$ cat src/rtl/md_unit_pkg.sv
// rtl/md_unit_pkg.sv - Shared encodings for the multiply/divide unit.
package md_unit_pkg;

  localparam int MD_ITER = 32;

  typedef enum logic [1:0] {
    MD_MULT  = 2'd0,
    MD_MULTU = 2'd1,
    MD_DIV   = 2'd2,
    MD_DIVU  = 2'd3
  } md_op_e;

  typedef enum logic [1:0] {
    ST_IDLE = 2'd0,
    ST_RUN  = 2'd1,
    ST_FIX  = 2'd2
  } md_state_e;

  function automatic logic op_is_signed(input logic [1:0] op);
    return (op == MD_MULT) || (op == MD_DIV);
  endfunction

  function automatic logic op_is_div(input logic [1:0] op);
    return (op == MD_DIV) || (op == MD_DIVU);
  endfunction

endpackage

$ cat src/rtl/md_negate.sv
// rtl/md_negate.sv - Conditional two's-complement negate.
module md_negate #(
  parameter int W = 32
) (
  input  logic         neg,
  input  logic [W-1:0] value,
  output logic [W-1:0] result
);

  assign result = neg ? (~value + W'(1)) : value;

endmodule

$ cat src/rtl/md_unit.sv
// rtl/md_unit.sv - Iterative shift-add multiply / restoring divide with HI/LO.
module md_unit
  import md_unit_pkg::*;
#(
  parameter int WIDTH = MD_ITER
) (
  input  logic             clk,
  input  logic             rst,
  input  logic             start,
  input  logic [1:0]       MDop,
  input  logic [WIDTH-1:0] A,
  input  logic [WIDTH-1:0] B,
  input  logic             hi_we,
  input  logic             lo_we,
  input  logic [WIDTH-1:0] wdata,
  output logic             busy,
  output logic             done,
  output logic [WIDTH-1:0] HI,
  output logic [WIDTH-1:0] LO
);

  localparam int CW = $clog2(WIDTH);
  localparam logic [CW-1:0] LAST = CW'(WIDTH - 1);

  md_state_e          state, state_next;
  logic [CW-1:0]      count;
  logic [WIDTH-1:0]   mcand;
  logic [2*WIDTH-1:0] acc, acc_step;
  logic               is_div, sign_q, sign_r;

  logic [WIDTH-1:0]   mag_a, mag_b;
  logic [WIDTH:0]     add_sum, shifted, sub_diff;
  logic [2*WIDTH-1:0] prod_fix;
  logic [WIDTH-1:0]   rem_fix, hi_fix, lo_fix;

  md_negate #(.W(WIDTH)) u_neg_a (
    .neg(op_is_signed(MDop) & A[WIDTH-1]), .value(A), .result(mag_a)
  );
  md_negate #(.W(WIDTH)) u_neg_b (
    .neg(op_is_signed(MDop) & B[WIDTH-1]), .value(B), .result(mag_b)
  );

  // acc holds {accumulator, multiplier} for multiply and {remainder, quotient} for divide
  assign add_sum  = {1'b0, acc[2*WIDTH-1:WIDTH]} + {1'b0, mcand};
  assign shifted  = acc[2*WIDTH-1:WIDTH-1];
  assign sub_diff = shifted - {1'b0, mcand};

  always_comb begin
    acc_step = acc;
    if (is_div) begin
      if (sub_diff[WIDTH]) acc_step = {shifted[WIDTH-1:0], acc[WIDTH-2:0], 1'b0};
      else                 acc_step = {sub_diff[WIDTH-1:0], acc[WIDTH-2:0], 1'b1};
    end else if (acc[0]) begin
      acc_step = {add_sum, acc[WIDTH-1:1]};
    end else begin
      acc_step = {1'b0, acc[2*WIDTH-1:1]};
    end
  end

  // Low half of the negated 64-bit product doubles as the negated quotient
  md_negate #(.W(2*WIDTH)) u_neg_p (.neg(sign_q), .value(acc), .result(prod_fix));
  md_negate #(.W(WIDTH)) u_neg_r (
    .neg(sign_r), .value(acc[2*WIDTH-1:WIDTH]), .result(rem_fix)
  );

  assign lo_fix = prod_fix[WIDTH-1:0];
  assign hi_fix = is_div ? rem_fix : prod_fix[2*WIDTH-1:WIDTH];

  always_comb begin
    state_next = state;
    case (state)
      ST_IDLE: if (start) state_next = ST_RUN;
      ST_RUN:  if (count == LAST) state_next = ST_FIX;
      ST_FIX:  state_next = ST_IDLE;
      default: state_next = ST_IDLE;
    endcase
  end

  always_ff @(posedge clk or negedge rst) begin
    if (!rst) state <= ST_IDLE;
    else      state <= state_next;
  end

  always_ff @(posedge clk or negedge rst) begin
    if (!rst) begin
      count  <= '0;
      mcand  <= '0;
      acc    <= '0;
      is_div <= 1'b0;
      sign_q <= 1'b0;
      sign_r <= 1'b0;
      busy   <= 1'b0;
      done   <= 1'b0;
      HI     <= '0;
      LO     <= '0;
    end else begin
      busy <= (state_next != ST_IDLE);
      done <= (state == ST_FIX);
      if (state == ST_IDLE && start) begin
        is_div <= op_is_div(MDop);
        // Divide by zero keeps the quotient unsigned so LO reads all ones
        sign_q <= op_is_signed(MDop) & (A[WIDTH-1] ^ B[WIDTH-1])
                  & (~op_is_div(MDop) | (B != '0));
        sign_r <= op_is_signed(MDop) & A[WIDTH-1];
        count  <= '0;
        if (op_is_div(MDop)) begin
          mcand <= mag_b;
          acc   <= {{WIDTH{1'b0}}, mag_a};
        end else begin
          mcand <= mag_a;
          acc   <= {{WIDTH{1'b0}}, mag_b};
        end
      end else if (state == ST_IDLE) begin
        if (hi_we) HI <= wdata;
        if (lo_we) LO <= wdata;
      end else if (state == ST_RUN) begin
        acc   <= acc_step;
        count <= count + CW'(1);
      end else if (state == ST_FIX) begin
        HI <= hi_fix;
        LO <= lo_fix;
      end
    end
  end

endmodule

$ cat config.mk
export PLATFORM = sky130hd
export DESIGN_NAME = md_unit
export DESIGN_NICKNAME = d
export VERILOG_FILES = /design/src/rtl/md_unit_pkg.sv /design/src/rtl/md_negate.sv /design/src/rtl/md_unit.sv
export SDC_FILE = /design/constraint.sdc
export NUM_CORES = 1
export LEC_CHECK = 0
export ABC_AREA = 1
export CORE_UTILIZATION = 35
export CTS_CLUSTER_DIAMETER = 80
export DETAILED_ROUTE_END_ITERATION = 6
export PLACE_DENSITY = 0.49
export SLEW_MARGIN = 10
export SYNTH_ARGS = -nofsm -noshare
export SYNTH_HDL_FRONTEND = slang
export SYNTH_SLANG_ARGS = --single-unit
$ cat constraint.sdc
create_clock -name clk -period 2.65 [get_ports clk]
set_input_delay 0.265 -clock clk [delete_from_list [all_inputs] [get_ports clk]]
set_output_delay 0.265 -clock clk [all_outputs]
set_load 0.01 [all_outputs]
==> impl_metrics.json <==
{
  "core_mm2": 0.0514,
  "cts_tree": "done",
  "worstReg2RegStart": "is_div$_DFFE_PN0P_",
  "yosys-top-cells-area": "dfrtp_1 24%, nand2_1 23%, inv_1 8.6%",
  "grt_max_degree": 92,
  "insertion_delay_ps": 510,
  "hold_viol": 0,
  "ir_drop_uv": 792,
  "nets": 3622,
  "synth_edf_count": 0,
  "endpoint_kind": "flop",
  "maxSlewHeadroom": 0.311,
  "cts_buffers": 17,
  "skew_ps": 26.0,
  "syn_inst": 3200,
  "reg2regPathDepth": 5,
  "synthArstFlopShare": 1.00,
  "yosysTopAreaCell": "dfrtp_1",
  "synth-seq-cells": 172,
  "htree_levels": 4,
  "antenna_found_initial": 0,
  "grt_pass1_wl_mm": 130,
  "finalCriticalPeriod_ps": 2520,
  "r2r_setup_slack_ps": 130,
  "clk_pin_slew_ps": 90,
  "intPower_w": 0.0147,
  "wl_per_cell_um": 21.1,
  "grt_overflow": 0,
  "drc_errors": 0,
  "layout-drive-gt1-share": 0.0789,
  "syn_area_per_cell_um2": 5.70,
  "grt_usage": 0.328,
  "cts_root_buf": "clkbuf_16",
  "slew_viol_final": 0,
  "max_freq_ghz": 0.397,
  "crit_fanout": 91,
  "p_leak_nw": 11.2,
  "synth_area_mm2": 0.0183,
  "p_sw_w": 0.0197,
  "io_pins": 169,
  "vias": 21900,
  "ys_seq_area_frac": 0.236,
  "syn_nets": 3375,
  "power.share.clock": 0.084,
  "cap_violations": 0,
  "wirelength_mm": 87.2,
  "combPwrFrac": 0.754,
  "period_share": 0.951,
  "setup_viol": 0,
  "clock-sinks": 172,
  "arrival_ps": 2880,
  "cp-start-kind": "flop",
  "dieArea_mm2": 0.0531,
  "grt_pass1_vias": 21000,
  "critPathLaunch": "is_div$_DFFE_PN0P_",
  "tightest_slew_ps": 1030,
  "status": "complete, no violations",
  "synth_flop_cell": "dfrtp_1",
  "die_h_um": 230,
  "hp-class": "input pin to async pin",
  "clk_path_buf_depth": 2,
  "ant_nets": 0,
  "drt_iter0_drc": 1888,
  "avgViaCountPerCell": 5.30,
  "gp_congestion": 0.986,
  "dr.pass1.iters": 6,
  "syn_to_final_growth_pct": 22.9,
  "initial_utilization": 0.355,
  "place_inst": 4106,
  "synth_top_cell_area_share": 0.236,
  "stdcell_count": 4141,
  "ys_types": 53,
  "p_seq_frac": 0.162,
  "num-fill-cells": 5734,
  "power_w": 0.0344,
  "die_w_um": 230,
  "post-dp-hpwl_mm": 72.0,
  "worstPathRequired_ps": 3010,
  "swShare": 0.573,
  "rows": 83,
  "crit_type": "flop to flop",
  "yosys_warnings": 0,
  "numPortBuffers": 168,
  "powerDensity_mw_per_mm2": 1530
}
[logic make-up (layout without fill, tap and decap cells)]
group | Yosys count | after routing | share of synthesized area
and+or+nand+nor | 1871 | 1871 | 0.422
AOI/OAI and AO/OA | 469 | 469 | 0.142
adders and majority gates | 72 | 72 | 0.0502
buffers and inverters | 544 | 804 | 0.115
other | 0 | 1 | 0
DFF | 172 | 172 | 0.236
xor gates and xnor gates | 72 | 72 | 0.0345
[worst max-delay path, stage by stage, from the launching register on]
cell and delay, ps:
dfrtp_4 630, buf_12 380, nor3_1 160, a2111oi_1 840, buf_4 250, a22oi_1 60
[through the flow]
step                      cell area [µm²]  setup WS [ps]  hold slack [ps]  TNS [ps]   util
final                               22400            130              308         0  0.436
after detailed placement            21700           -143              270      -192  0.422
after global routing                22400          -11.9              333     -17.9  0.436
after global placement              21700           -201              266      -279  0.422
after floorplan                     18300            222            -30.6         0      -
after CTS                           22300           78.6              307         0  0.435
[layer usage]
metal | share of wire | vias to the layer above | GRT usage
li1 | - | 10700 | -
met1 | 0.47 | 10300 | 0.463
met2 | 0.43 | 761 | 0.494
met3 | 0.065 | 146 | 0.0551
met4 | 0.039 | 0 | 0.130
met5 | 0 | - | 0
[synthesized netlist by cell type (6+ instances only)]
cell type,instances
o21ai_1,16
clkinv_1,7
or2_2,8
inv_1,420
nor3_1,28
inv_2,9
ha_1,70
xnor2_1,14
a21oi_1,222
a31oi_1,14
buf_2,23
xor2_1,58
o21ai_0,136
buf_1,14
a22oi_1,7
clkbuf_1,65
nor2_1,353
o221ai_1,10
nor2_2,10
nand2_2,12
o211ai_1,35
nand3_1,277
dfrtp_1,172
o21bai_1,10
nand3b_1,19
nand2_1,1114
nor4_1,6
nand4_1,33
[power by group through the flow]
stage | clock [W] | combinational [W] | sequential, W
finish | 0.00288 | 0.0260 | 0.00557
global route | 0.00302 | 0.0287 | 0.00569
floorplan | 0 | 0.0156 | 0.00528
global placement | 0 | 0.0254 | 0.00552
detailed placement | 0 | 0.0253 | 0.00555
CTS | 0.00292 | 0.0255 | 0.00550
[state kept, by name (all words and copies together), names as in the netlist]
name and flops:
busy 1, acc 64, count 5, is_div 1
sign_r 1, LO 32, HI 32, sign_q 1
done 1, mcand 32, state 2
[layout by cell type, fill, tap and decap left out, drive strengths merged, types with 6 or more instances in the layout]
| master | n |
|---|---|
| clkdlybuf4s50 | 167 |
| nand3b | 19 |
| nor4 | 6 |
| o21ai | 152 |
| nand3 | 278 |
| a21oi | 224 |
| inv | 437 |
| o211ai | 35 |
| xnor2 | 14 |
| clkbuf | 18 |
| nor3 | 30 |
| dfrtp | 172 |
| nand4 | 33 |
| nand2 | 1127 |
| clkinv | 12 |
| buf | 167 |
| a22oi | 7 |
| o221ai | 10 |
| ha | 70 |
| o21bai | 10 |
| a31oi | 14 |
| or2 | 9 |
| xor2 | 58 |
| nor2 | 365 |
[path summary, 6_finish.rpt]
path / to
min: HI[11]$_DFFE_PN0P_
min reg2reg: done$_DFF_PN0_
min in group clk: LO[0]$_DFFE_PN0P_
max reg2reg: acc[0]$_DFFE_PN0P_
max in group asynchronous: mcand[11]$_DFFE_PN0P_
max: acc[0]$_DFFE_PN0P_
[what timing repair did]
item	in CTS	in global routing
hold buffers	1	0
resized for setup	1	29
setup endpoints to repair	1	42
pin swaps	0	1
hold endpoints to repair	48	0
setup buffers	0	1
[final cells by class]
class / instances / area, µm² / area share
diodes: 1 / 2.50 / 0.000112
clock buffers: 18 / 439 / 0.0196
clock inverters: 14 / 215 / 0.00959
inverters: 437 / 1640 / 0.0732
multi-input cells: 2484 / 11900 / 0.532
flip-flops and latches: 172 / 4320 / 0.192
well taps: 680 / 851 / 0.0379
repair buffers: 335 / 3040 / 0.135
No activity file was read; power rests on OpenSTA's default activity.
